<file path="src/rtl/reg_bridge_burst.sv">
// reg_bridge_burst: framed byte-stream command parser driving a register bus.
//
// Frame: MAGIC, TYPE, AB address bytes (LSB first), then for writes DB data
// bytes per word (LSB first). TYPE[0] = write, TYPE[7:4] = burst length - 1.
// Every word, written or not, is read back and returned as DB reply bytes
// (LSB first). Bursts auto-increment the address, wrapping modulo 2^ADDR_W.
//
// Ports:
//   clk, reset_n            clock, asynchronous active-low reset
//   cmd_wr, cmd_in          host command byte stream
//   reply_out/rdy/ack/end   reply byte stream back to the host
//   reg_addr, reg_wdata     register bus address / write data
//   reg_wr, reg_rd          one-cycle write / read strobes
//   reg_rdata               read data, valid RD_LAT cycles after reg_rd
//   err_count               saturating protocol error count
module reg_bridge_burst #(
    parameter int         ADDR_W  = 16,
    parameter int         DATA_W  = 32,
    parameter logic [7:0] MAGIC   = 8'hAA,
    parameter int         RD_LAT  = 1,
    parameter int         TIMEOUT = 65535
) (
    input  logic              clk,
    input  logic              reset_n,
    input  logic              cmd_wr,
    input  logic [7:0]        cmd_in,
    output logic [7:0]        reply_out,
    output logic              reply_rdy,
    input  logic              reply_ack,
    output logic              reply_end,
    output logic [ADDR_W-1:0] reg_addr,
    output logic [DATA_W-1:0] reg_wdata,
    output logic              reg_wr,
    output logic              reg_rd,
    input  logic [DATA_W-1:0] reg_rdata,
    output logic [7:0]        err_count
);
    localparam int AB = (ADDR_W + 7) / 8;
    localparam int DB = DATA_W / 8;
    localparam int TW = $clog2(TIMEOUT);

    typedef enum logic [2:0] {
        S_IDLE, S_TYPE, S_ADDR, S_DATA, S_WSTB, S_RSTB, S_RWAIT, S_REPLY
    } state_t;

    state_t              state, state_nx;
    logic                is_wr;
    logic [3:0]          words_left;
    logic [2:0]          byte_cnt;
    logic [AB*8-1:0]     addr_sh, addr_nx;
    logic [DATA_W-1:0]   wdata_nx;
    logic [DATA_W-1:0]   rep_sh;
    logic [TW-1:0]       to_cnt;
    logic                in_frame, tmo, stray;
    logic                last_addr, last_data, last_rep;
    // vld_pipe[k] is high k cycles after the reg_rd strobe
    logic [RD_LAT:0]     vld_pipe;
    logic [RD_LAT-1:0]   vld_q;

    assign vld_pipe  = {vld_q, reg_rd};

    // Bytes arrive LSB first, so shift each new byte in from the top.
    assign addr_nx   = (addr_sh >> 8) | ((AB*8)'(cmd_in) << (8 * (AB - 1)));
    assign wdata_nx  = (reg_wdata >> 8) | (DATA_W'(cmd_in) << (DATA_W - 8));

    assign in_frame  = (state == S_TYPE) || (state == S_ADDR) || (state == S_DATA);
    // cmd_wr on the expiry cycle wins over the timeout
    assign tmo       = in_frame && !cmd_wr && (to_cnt == TW'(TIMEOUT - 1));
    assign stray     = cmd_wr && !in_frame && (state != S_IDLE);
    assign last_addr = byte_cnt == 3'(AB - 1);
    assign last_data = byte_cnt == 3'(DB - 1);
    assign last_rep  = reply_ack && last_data;

    assign reg_wr    = state == S_WSTB;
    assign reg_rd    = state == S_RSTB;
    assign reply_rdy = state == S_REPLY;
    assign reply_out = rep_sh[7:0];
    assign reply_end = reply_rdy && last_data && (words_left == 4'd0);

    always_comb begin
        state_nx = state;
        case (state)
            S_IDLE:  if (cmd_wr && cmd_in == MAGIC) state_nx = S_TYPE;
            S_TYPE:  if (cmd_wr) state_nx = S_ADDR;
            S_ADDR:  if (cmd_wr && last_addr) state_nx = is_wr ? S_DATA : S_RSTB;
            S_DATA:  if (cmd_wr && last_data) state_nx = S_WSTB;
            S_WSTB:  state_nx = S_RSTB;
            S_RSTB:  state_nx = S_RWAIT;
            S_RWAIT: if (vld_pipe[RD_LAT]) state_nx = S_REPLY;
            S_REPLY: if (last_rep) begin
                if (words_left != 4'd0) state_nx = is_wr ? S_DATA : S_RSTB;
                else                    state_nx = S_IDLE;
            end
            default: state_nx = S_IDLE;
        endcase
        if (tmo) state_nx = S_IDLE;
    end

    always_ff @(posedge clk or negedge reset_n) begin
        if (!reset_n) begin
            state      <= S_IDLE;
            is_wr      <= 1'b0;
            words_left <= '0;
            byte_cnt   <= '0;
            addr_sh    <= '0;
            reg_addr   <= '0;
            reg_wdata  <= '0;
            rep_sh     <= '0;
            to_cnt     <= '0;
            err_count  <= '0;
            vld_q      <= '0;
        end else begin
            state <= state_nx;
            vld_q <= vld_pipe[RD_LAT-1:0];
            // idle-cycle counter only runs while a frame is being received
            to_cnt <= (cmd_wr || !in_frame) ? '0 : to_cnt + 1'b1;
            if ((tmo || stray) && err_count != 8'hFF)
                err_count <= err_count + 8'd1;

            case (state)
                S_TYPE: if (cmd_wr) begin
                    is_wr      <= cmd_in[0];
                    words_left <= cmd_in[7:4];
                    byte_cnt   <= '0;
                end
                S_ADDR: if (cmd_wr) begin
                    addr_sh  <= addr_nx;
                    byte_cnt <= last_addr ? 3'd0 : byte_cnt + 3'd1;
                    if (last_addr) reg_addr <= addr_nx[ADDR_W-1:0];
                end
                S_DATA: if (cmd_wr) begin
                    reg_wdata <= wdata_nx;
                    byte_cnt  <= last_data ? 3'd0 : byte_cnt + 3'd1;
                end
                S_RWAIT: if (vld_pipe[RD_LAT]) rep_sh <= reg_rdata;
                S_REPLY: if (reply_ack) begin
                    rep_sh <= rep_sh >> 8;
                    if (last_data) begin
                        byte_cnt <= '0;
                        if (words_left != 4'd0) begin
                            words_left <= words_left - 4'd1;
                            reg_addr   <= reg_addr + 1'b1;
                        end
                    end else begin
                        byte_cnt <= byte_cnt + 3'd1;
                    end
                end
                default: ;
            endcase
        end
    end
endmodule
</file>
<file path="config.mk">
export PLATFORM = sky130hd
export DESIGN_NAME = reg_bridge_burst
export DESIGN_NICKNAME = d
export VERILOG_FILES = /design/src/rtl/reg_bridge_burst.sv
export SDC_FILE = /design/constraint.sdc
export NUM_CORES = 1
export LEC_CHECK = 0
export ABC_AREA = 1
export BUFFER_PORTS_ARGS = -buffer_cell sky130_fd_sc_hd__buf_2
export CAP_MARGIN = 10
export CORE_MARGIN = 3
export CORE_UTILIZATION = 40
export DETAILED_ROUTE_END_ITERATION = 12
export PLACE_DENSITY = 0.6
export REMOVE_ABC_BUFFERS = 1
export SLEW_MARGIN = 20
export SYNTH_ARGS = -nofsm -noshare
export SYNTH_HDL_FRONTEND = slang
export SYNTH_SLANG_ARGS = --single-unit
</file>
<file path="constraint.sdc">
create_clock -name clk -period 2.69 [get_ports clk]
set_input_delay 0.269 -clock clk [delete_from_list [all_inputs] [get_ports clk]]
set_output_delay 0.269 -clock clk [all_outputs]
set_load 0.02 [all_outputs]
</file>
==> impl_metrics.toml <==
[status]
status = "completed"

[logic_synthesis]
ys_warn_count = 0
synth_top_area_share_pct = 48.59
synth_edf_count = 0
synthTopCellsByCount = "226 x nand2_1, 124 x dfrtp_1, 94 x nor2_1"
seq_area_frac_synth_pct = 48.59
synthCells = 810
synth_flop_cell = "dfrtp_1"
yosysTopAreaCell = "dfrtp_1"
postSynthAreaPerCell_um2 = 7.884
ys_ff_latch = 124
ys_types = 41
yosysMostFrequentCell = "nand2_1"
ys_top_cells_by_area = "dfrtp_1 49%, nand2_1 13%, nor2_1 5.5%"
syn_area_mm2 = 0.006386
postSynth.asyncResetShare_pct = 100.0

[timing]
period_needed_ns = 2.304
finalHoldViolCount = 0
period_share_pct = 85.67
fmax_mhz = 433.9
fin_setup_tns_ns = 0
worst_pin_slew_ns = 0.6055
slew_headroom_pct = 59.48
clock_skew_ns = 0.006303
setup_viol = 0
rsz0062_at_grt = "no"
maxSlewViolCount = 0

[drt]
firstDrtPassIters = 4
routed_wl_mm = 14.78
postRouteAntennaNets = 0
vias = 5429
route.detailed.drc = 0
wire_per_inst_um = 13.02
drt_iter0_markers = 318
avgViaCountPerCell = 4.783

[global_routing]
grt_max_degree = 61
grt_pass1_vias = 5159
antenna_found_initial = 1
grt_overflow_total = 0
grt_first_pass_wirelength_mm = 24.98
grtUsageTotal_pct = 17.42

[floorplanning]
die_w_um = 132.4
ios = 112
die_h_um = 132.4
row_count = 45
floorplan.initialDensity_pct = 41.39
die_area_mm2 = 0.01752
coreArea_mm2 = 0.01543

[layout]
final_nets = 964
area_delta_synth_final_pct = 20.83
num_antenna_cells = 0
drive_gt1_share_pct = 19.37
fillers = 1609
stdcell_count = 1135
multi_input_area_mm2 = 0.002725
seqCellArea_mm2 = 0.003103

[clock_network]
worstSkewPairLatency_ns = 0.42
clk_pin_slew_ns = 0.06
cts_tree = "yes"
cts_inserted_buffers = 17
post_cts_buffers = 0
clock_sinks = 124
clock_path_buffers = 2
htreeDepth = 4
ctsResizeCount = 0
root_buffer = "clkbuf_16"

[worst_setup_path]
reg2reg_depth = 10
cp-start-kind = "register"
crit_family = "buffers and inverters"
cpPeakStageDelay_ns = 0.65
crit_arrival_ns = 2.04
cp_num_cells = 4
critical_path_class = "register to output pin"
cp.required_ns = 2.42
crit_slowest_cell = "dfrtp_1"
cp_max_fo = 41
cp_cell_sequence = "inv_2 -> nor2_8 -> buf_4 -> buf_2"
end_kind = "output pin"
r2r_end = "state[0]"
r2r_start = "state[2]"
path_buf_inv = 3
rrSetupSlack_ns = 0.60

[place]
hpwlAfterDp_mm = 10.37
port_buffers = 111
dp.cells = 1101
gp_congestion = 0.7759

[min_path]
whs_path_depth = 3
hp-start = "reg_rdata[29]"
min_to = "rep_sh[29]"
hp-class = "input pin to register"

[flow_run]
cap_violations = 0

[pwr]
total_leakage_power_uw = 0.003795
p_per_area_mw_per_mm2 = 1114
vdd.ir_drop.worst_mv = 0.4856
[area by class of cell]
type                            instances  area share (%)
Sequential cell                       124           40.21
Multi-Input combinational cell        562           35.32
Timing Repair Buffer                  121           8.659
Clock buffer                           20           5.789
Inverter                               85           4.167
Tap cell                              211           3.421
Clock inverter                         12           2.432
[routing by layer]
layer  routed length (um)  vias to the layer above  part of all wire [%]  GRT usage (%)
li1                     -                     2804                     -              -
met1                 6949                     2518                    47          22.78
met2                 6949                       87                    47          28.19
met3                  612                       18                   4.1          4.389
met4                  251                        2                   1.7          6.178
met5                   12                        -                 0.081              0
[worst max path at each step]
| stage | from | endpoint | slack [ns] |
|---|---|---|---|
| final | state[2] | reply_rdy | 0.39 |
| after global placement | state[0] | rep_sh[0] | 0.44 |
| after detailed placement | state[0] | rep_sh[8] | 0.40 |
| after global routing | state[2] | reply_rdy | 0.26 |
| after floorplan | state[0] | rep_sh[18] | 0.23 |
| after CTS | state[2] | reply_rdy | 0.37 |
[cell usage in the layout, fill, tap and decap left out, types with 6 or more instances in the layout]
| cell type | synthesis | routed |
|---|---|---|
| nand2_1 | 226 | 225 |
| dfrtp_1 | 124 | 124 |
| buf_2 | 16 | 110 |
| nor2_1 | 94 | 94 |
| inv_1 | 81 | 81 |
| o21ai_0 | 68 | 68 |
| nand3_1 | 52 | 52 |
| a21oi_1 | 26 | 26 |
| clkbuf_16 | 0 | 17 |
| a31oi_1 | 10 | 10 |
| nand4_1 | 9 | 9 |
| o21ai_1 | 9 | 9 |
| ha_1 | 9 | 9 |
| mux2_2 | 8 | 8 |
| buf_4 | 11 | 8 |
| nor3_1 | 7 | 7 |
| xor2_1 | 7 | 7 |
| o211ai_1 | 7 | 7 |
| nand2_2 | 5 | 6 |
[report_power, final]
part	internal, uW	switching, uW	total, uW
clock network	1590	869	2450
registers	2590	576	3170
logic	1050	1920	2980
total	5230	3370	8600
[through the flow]
step | worst slack, ns | cell area (um^2) | utilization [%] | hold WS, ns | total power [uW]
after global routing | 0.2600 | 7716 | 50.02 | 0.1042 | 9252
after CTS | 0.3689 | 7689 | 49.84 | 0.08646 | 8701
final | 0.3856 | 7716 | 50.02 | 0.09826 | 8598
after global placement | 0.4428 | 7044 | 45.66 | 0.2896 | 6145
after floorplan | 0.2256 | 6140 | - | -0.02659 | 5172
after detailed placement | 0.4029 | 7044 | 45.66 | 0.2879 | 6199
[worst min-delay path, delay by kind of cell]
kind | cells | cell delay (ns)
buffers and inverters | 1 | 0.09
AO/OA/AOI/OAI | 1 | 0.06
AND/OR/NAND/NOR | 1 | 0.06
[kinds of logic after synthesis]
family / share of synthesized area (%)
AOI/OAI and AO/OA: 11.09
xor gates and xnor gates: 1.372
adders and majority gates: 1.763
buffers and inverters: 8.895
DFF: 48.59
muxes: 1.411
and+or+nand+nor: 26.88
[what timing repair did]
item | 4_1_cts | 5_1_grt
hold buffers | 1 | 0
hold endpoints to repair | 36 | 0
setup endpoints to repair | 0 | 0
[sequential cells by signal, indices dropped and copies added, names as in the netlist]
name        cells
addr_sh         8
reg_wdata      32
reg_addr       16
byte_cnt        3
state           3
words_left      4
err_count       8
to_cnt         16
is_wr           1
rep_sh         32
vld_q           1
Note: power is estimated with default switching activity, not from simulation.
